===== src/rtl/game_pkg.sv =====
// Shared definitions for the game input path: tracked keycodes, direction
// encoding and the left/right conflict resolver used by both players.
package game_pkg;

    localparam int ACTIVE_KEYS  = 6;
    localparam int CHANNEL_KEYS = ACTIVE_KEYS / 2;

    localparam logic [7:0] KEY_A     = 8'h04;
    localparam logic [7:0] KEY_D     = 8'h07;
    localparam logic [7:0] KEY_W     = 8'h1A;
    localparam logic [7:0] KEY_LEFT  = 8'h50;
    localparam logic [7:0] KEY_RIGHT = 8'h4F;
    localparam logic [7:0] KEY_UP    = 8'h52;

    localparam logic [1:0] IDX_LEFT  = 2'd0;
    localparam logic [1:0] IDX_RIGHT = 2'd1;
    localparam logic [1:0] IDX_JUMP  = 2'd2;

    typedef enum logic [1:0] {
        DIR_NONE  = 2'b00,
        DIR_LEFT  = 2'b01,
        DIR_RIGHT = 2'b10
    } dir_t;

    // With both directions held the most recent press wins.
    function automatic dir_t resolve_dir(input logic left_held,
                                         input logic right_held,
                                         input dir_t last_dir);
        dir_t res;
        case ({left_held, right_held})
            2'b10:   res = DIR_LEFT;
            2'b01:   res = DIR_RIGHT;
            2'b11:   res = last_dir;
            default: res = DIR_NONE;
        endcase
        return res;
    endfunction

endpackage


===== src/rtl/player_key_channel.sv =====
// One player's key tracking: held bits, last pressed direction, pending jump,
// and the frame-stable direction/jump output registers.
module player_key_channel
    import game_pkg::*;
#(
    parameter logic [7:0] LEFT_CODE  = KEY_A,
    parameter logic [7:0] RIGHT_CODE = KEY_D,
    parameter logic [7:0] JUMP_CODE  = KEY_W
) (
    input  logic       clk_i,
    input  logic       rst_i,
    input  logic       tick_i,
    input  logic       key_valid_i,
    input  logic [7:0] key_code_i,
    input  logic       key_make_i,
    output logic [1:0] dir_o,
    output logic       jump_o
);

    logic [CHANNEL_KEYS-1:0] held_q;
    logic [CHANNEL_KEYS-1:0] held_d;
    dir_t                    last_dir_q;
    dir_t                    last_dir_d;
    logic                    jump_pend_q;
    logic                    jump_pend_d;
    dir_t                    dir_q;
    dir_t                    dir_d;
    logic                    jump_q;
    logic                    jump_d;
    logic                    hit_s;
    logic [1:0]              idx_s;
    logic                    rise_s;

    // Map the incoming keycode onto this channel's key slots.
    always_comb begin
        hit_s = 1'b1;
        idx_s = IDX_LEFT;
        if (key_code_i == LEFT_CODE) begin
            idx_s = IDX_LEFT;
        end else if (key_code_i == RIGHT_CODE) begin
            idx_s = IDX_RIGHT;
        end else if (key_code_i == JUMP_CODE) begin
            idx_s = IDX_JUMP;
        end else begin
            hit_s = 1'b0;
        end
    end

    // Held state, last press and jump arming; a tick in the same cycle
    // delivers the old pending flag while a new press re-arms it.
    always_comb begin
        held_d      = held_q;
        last_dir_d  = last_dir_q;
        jump_pend_d = tick_i ? 1'b0 : jump_pend_q;
        rise_s      = 1'b0;
        if (key_valid_i && hit_s) begin
            rise_s         = key_make_i & ~held_q[idx_s];
            held_d[idx_s]  = key_make_i;
            if (rise_s) begin
                case (idx_s)
                    IDX_LEFT:  last_dir_d  = DIR_LEFT;
                    IDX_RIGHT: last_dir_d  = DIR_RIGHT;
                    IDX_JUMP:  jump_pend_d = 1'b1;
                    default:   last_dir_d  = last_dir_q;
                endcase
            end else begin
                last_dir_d = last_dir_q;
            end
        end else begin
            held_d = held_q;
        end
    end

    // Output registers only move on a frame tick.
    always_comb begin
        if (tick_i) begin
            dir_d  = resolve_dir(held_q[IDX_LEFT], held_q[IDX_RIGHT], last_dir_q);
            jump_d = jump_pend_q;
        end else begin
            dir_d  = dir_q;
            jump_d = 1'b0;
        end
    end

    // State and output registers.
    always_ff @(posedge clk_i or posedge rst_i) begin
        if (rst_i) begin
            held_q      <= '0;
            last_dir_q  <= DIR_NONE;
            jump_pend_q <= 1'b0;
            dir_q       <= DIR_NONE;
            jump_q      <= 1'b0;
        end else begin
            held_q      <= held_d;
            last_dir_q  <= last_dir_d;
            jump_pend_q <= jump_pend_d;
            dir_q       <= dir_d;
            jump_q      <= jump_d;
        end
    end

    assign dir_o  = dir_q;
    assign jump_o = jump_q;

endmodule


===== src/rtl/key_dispatcher.sv =====
// Keyboard event dispatcher: detects frame_clk rising edges and feeds one
// key channel per player, publishing commands only on frame ticks.
module key_dispatcher
    import game_pkg::*;
(
    input  logic       Clk,
    input  logic       Reset,
    input  logic       frame_clk,
    input  logic       key_valid,
    input  logic [7:0] key_code,
    input  logic       key_make,
    output logic [1:0] fireboy_dir,
    output logic       fireboy_jump,
    output logic [1:0] icegirl_dir,
    output logic       icegirl_jump,
    output logic       frame_tick
);

    logic fc_sync_q;
    logic fc_dly_q;
    logic armed_q;
    logic armed_d;
    logic tick_q;
    logic tick_d;
    logic frame_tick_q;

    // A frame_clk seen low since reset arms the detector, so a level that
    // is already high at reset release cannot fake a rising edge.
    always_comb begin
        armed_d = armed_q | ~frame_clk;
        tick_d  = fc_sync_q & ~fc_dly_q & armed_q;
    end

    // Frame edge detector and frame_tick register.
    always_ff @(posedge Clk or posedge Reset) begin
        if (Reset) begin
            fc_sync_q    <= 1'b0;
            fc_dly_q     <= 1'b0;
            armed_q      <= 1'b0;
            tick_q       <= 1'b0;
            frame_tick_q <= 1'b0;
        end else begin
            fc_sync_q    <= frame_clk;
            fc_dly_q     <= fc_sync_q;
            armed_q      <= armed_d;
            tick_q       <= tick_d;
            frame_tick_q <= tick_q;
        end
    end

    player_key_channel #(
        .LEFT_CODE  (KEY_A),
        .RIGHT_CODE (KEY_D),
        .JUMP_CODE  (KEY_W)
    ) u_fireboy (
        .clk_i       (Clk),
        .rst_i       (Reset),
        .tick_i      (tick_q),
        .key_valid_i (key_valid),
        .key_code_i  (key_code),
        .key_make_i  (key_make),
        .dir_o       (fireboy_dir),
        .jump_o      (fireboy_jump)
    );

    player_key_channel #(
        .LEFT_CODE  (KEY_LEFT),
        .RIGHT_CODE (KEY_RIGHT),
        .JUMP_CODE  (KEY_UP)
    ) u_icegirl (
        .clk_i       (Clk),
        .rst_i       (Reset),
        .tick_i      (tick_q),
        .key_valid_i (key_valid),
        .key_code_i  (key_code),
        .key_make_i  (key_make),
        .dir_o       (icegirl_dir),
        .jump_o      (icegirl_jump)
    );

    assign frame_tick = frame_tick_q;

endmodule


===== config.mk =====
export PLATFORM = sky130hd
export DESIGN_NAME = key_dispatcher
export DESIGN_NICKNAME = d
export VERILOG_FILES = /design/src/rtl/game_pkg.sv /design/src/rtl/player_key_channel.sv /design/src/rtl/key_dispatcher.sv
export SDC_FILE = /design/constraint.sdc
export NUM_CORES = 1
export LEC_CHECK = 0
export CORE_MARGIN = 8
export CORE_UTILIZATION = 49
export DETAILED_ROUTE_END_ITERATION = 10
export GPL_TIMING_DRIVEN = 0
export PLACE_DENSITY_LB_ADDON = 0.25
export RECOVER_POWER = 25
export SYNTH_ARGS = -nofsm -noshare
export SYNTH_HDL_FRONTEND = slang
export SYNTH_SLANG_ARGS = --single-unit

===== constraint.sdc =====
create_clock -name Clk -period 1.3 [get_ports Clk]
set_input_delay 0.325 -clock Clk [delete_from_list [all_inputs] [get_ports Clk]]
set_output_delay 0.325 -clock Clk [all_outputs]
set_load 0.02 [all_outputs]

==> results of run 1 <==
==> final cells by class <==
class                   count  area, um^2
inverters                  11        41.3
plain buffers               1        3.75
multi-input cells          57         438
clock inverters             1        5.00
fillers                   165         657
flip-flops and latches     23         576
clock buffers               3        22.5
repair buffers             22         165
well taps                  27        33.8
==> worst max-delay path, stage by stage <==
cell and delay, ns:
sky130_fd_sc_hd__buf_6 0.09, sky130_fd_sc_hd__or4b_4 0.53, sky130_fd_sc_hd__or4_4 0.44, sky130_fd_sc_hd__or3b_4 0.41, sky130_fd_sc_hd__o21a_1 0.19
==> state kept, by name, indices dropped and copies added (netlist names), 2 cells and up <==
| register | flops |
|---|---|
| u_icegirl.last_dir_q | 2 |
| u_icegirl.dir_o | 2 |
| u_fireboy.dir_o | 2 |
| u_fireboy.held_q | 3 |
| u_icegirl.held_q | 3 |
| u_fireboy.last_dir_q | 2 |
==> stage by stage <==
stage          utilization  setup TNS, ns  std cells
2_1_floorplan            -          -3.12         92
3_3_place_gp         0.637         -10.21        138
3_5_place_dp         0.637         -10.55        138
4_1_cts              0.668          -2.03        144
5_1_grt              0.662          -2.27        145
6_report             0.662          -2.05        145
==> placed cells by master, fill, tap and decap left out, drive strengths merged, types with 2 or more instances in the layout <==
master / count
a21oi: 3
and2: 2
buf: 11
clkbuf: 7
dfrtp: 23
dlygate4sd2: 5
inv: 11
mux2: 7
nand2: 7
nand3: 2
nand4: 2
nor2: 6
nor2b: 3
nor3: 2
o211ai: 2
o21ai: 4
o32ai: 2
o41ai: 2
==> how the worst max path moves through the flow <==
stage                            from  depth (start not counted)                      end  slack (ns)
after floorplan           key_code[5]                          4  u_fireboy.last_dir_q[0]       -0.72
after global placement    key_code[5]                          5  u_fireboy.last_dir_q[0]       -1.21
after detailed placement  key_code[5]                          5  u_fireboy.last_dir_q[0]       -1.23
after CTS                 key_code[4]                          5  u_fireboy.last_dir_q[0]       -0.47
after global routing      key_code[4]                          5  u_fireboy.last_dir_q[0]       -0.49
final                     key_code[4]                          5  u_fireboy.last_dir_q[0]       -0.48
==> repair_timing <==
action	in CTS	in global routing
hold buffers	0	0
endpoints found under the setup margin	18	14
pin swaps	7	2
buffers inserted	2	1
resized for setup	49	11
==> cell families (layout without fill, tap and decap cells) <==
logic type / after synthesis / in the layout / synth area share
buf+inv: 12 / 38 / 0.0447
flops: 23 / 23 / 0.571
mux: 7 / 7 / 0.0783
simple gates: 33 / 33 / 0.191
compound gates: 17 / 17 / 0.114
==> power by group <==
part	switching, mW	total, mW	internal [mW]
sequential	0.0172	0.761	0.744
clock	0.200	0.315	0.115
combinational	0.0847	0.144	0.0591
==> per-layer routing <==
layer  track usage  vias up  share of wire
met1         0.128      397           0.45
li1              -      382              -
met4        0.0422        0         0.0085
met5             0        -              0
met2         0.199       15           0.51
met3        0.0209        4          0.031
==> flow_summary_export.csv, run 1 <==
group,metric,value,unit
drt,final_antenna_net_count,0,
power_and_ir_drop,vdd_ir_drop_max,0.000727,V
finish,num-nets-final,132,
worst_setup_path,internal_reg_to_reg_setup_slack,0.08,ns
finish,area_overhead_vs_synth,27.6,%
yosys,postSynthRegisterBits,23,
worst_setup_path,regToRegEndpoint,"u_fireboy.last_dir_q[0]",
sta,timing.final.hold_violations,0,
drt,via_count,798,
worst_setup_path,start_kind,"input port",
sta,final_critical_path_setup_slack,-0.482,ns
yosys,netlist_area,1010,um^2
min_path,timing.hold.worst_path_depth,0,
floorplan,design.portCount,20,
yosys,synth-main-ff-cell,"sky130_fd_sc_hd__dfrtp_1",
drt,route.detailed.vias_per_inst,5.50,
min_path,min_delay_worst_endpoint,"fc_dly_q",
yosys,synth.avg_cell_area,10.9,um^2
floorplan,die_x,61.3,um
sta,whs,0.390,ns
yosys,syn_inst,92,
clocking,clkSlewWorstSetupHoldPaths,0.12,ns
power_and_ir_drop,cellLeakagePower,0.589,nW
sta,rsz_0062_raised_after_global_routing,"true",
run_status,violations,"setup timing",
floorplan,dieHeight,61.3,um
global_routing,vias_in_the_first_global_route,812,
min_path,worst_hold_startpoint,"fc_sync_q",
run,cap_viol_max_count,0,
placed_design,placer_congestion,0.728,
global_routing,grt_max_degree,24,
placed_design,port_buffers,19,
placed_design,hpwl,1.42,mm
finish,fraction_of_final_layout_cells_with_drive_strength_greater_than_1,0.322,
yosys,synth_top_cell_area_share,0.571,
power_and_ir_drop,power_per_cell_area,949,nW/um^2
global_routing,antenna_violations_before_repair,0,
worst_setup_path,critical_path_class,"input port to flop",
finish,fin_area,1280,um^2
yosys,yosys.area.top_type,"sky130_fd_sc_hd__dfrtp_1",
drt,finalWirelength,1.89,mm
floorplan,row_count,16,
placed_design,placement.setup.worst_slack,-1.23,ns
floorplan,initial_core_util,0.519,
worst_setup_path,crit-reg2reg-launch,"u_fireboy.held_q[0]",
clocking,tritoncts_num_sinks,23,
yosys,synthesis.yosys.warnings,0,
yosys,yosysUniqueCellTypes,30,
sta,clock_skew,0.00404,ns
sta,maxClockFrequency,0.561,GHz
yosys,synth_fp_nets,105,
clocking,clk_latency,0.30,ns
yosys,synthMostInstantiatedCell,"sky130_fd_sc_hd__dfrtp_1",
floorplan,core,1940,um^2
yosys,yosys-top-cells-area,"sky130_fd_sc_hd__dfrtp_1, sky130_fd_sc_hd__mux2_2, sky130_fd_sc_hd__inv_1, sky130_fd_sc_hd__nand2_1, sky130_fd_sc_hd__nor2_1",
sta,finalSetupViolations,7,
yosys,synth_seq_area_share,0.571,
worst_setup_path,crit_path_max_fanout,2,
sta,worst_pin_slew,0.807,ns
yosys,synth.cells.most_frequent,"sky130_fd_sc_hd__dfrtp_1, sky130_fd_sc_hd__inv_1, sky130_fd_sc_hd__mux2_2, sky130_fd_sc_hd__nand2_1, sky130_fd_sc_hd__nor2_1",
worst_setup_path,critPathCaptureType,"flop",
drt,drt_iter0_markers,22,
power_and_ir_drop,post-layout-total-power,1.22,mW
clocking,cts_inserted_buffers,3,
drt,drt_pre_antenna_iters,4,
drt,avgRoutedWirePerCell,13.0,um
min_path,hold_path_class,"flop to flop",
clocking,cts-root-buf,"sky130_fd_sc_hd__clkbuf_4",
global_routing,global_route_usage_sum,0.111,
global_routing,grt.overflow.total,0,
drt,drc_errors,0,
worst_setup_path,cp_data_arrival_time,1.99,ns
placed_design,dpl_cell_area,1240,um^2
clocking,htree_levels,1,
floorplan,die_area,3760,um^2
sta,maxSlewHeadroom,0.461,
worst_setup_path,required,1.51,ns
finish,antennaDiodeCount,0,
run_status,outcome,"complete, but fails checks",
yosys,synth_edf_count,0,
clocking,clock_path_buffers,2,
clocking,cts_tree,"yes",
sta,drv_slew,0,
worst_setup_path,worst_r2r_path_depth,3,
yosys,ys_async_sr_fraction,1.00,
sta,period_share,1.37,
sta,fin_crit,1.78,ns
global_routing,wire_length_of_the_first_global_routing_pass,3.25,mm
Note: power is estimated with default switching activity, not from simulation.
==> run 2, diff against run 1 <==
--- a/config.mk
+++ b/config.mk
@@ -5,6 +5,7 @@
 export SDC_FILE = /design/constraint.sdc
 export NUM_CORES = 1
 export LEC_CHECK = 0
+export CAP_MARGIN = 20
 export CORE_MARGIN = 8
 export CORE_UTILIZATION = 49
 export DETAILED_ROUTE_END_ITERATION = 10
==> results of run 2 <==
Same layout as run 1: the final DEF is identical, and so are final timing and power.
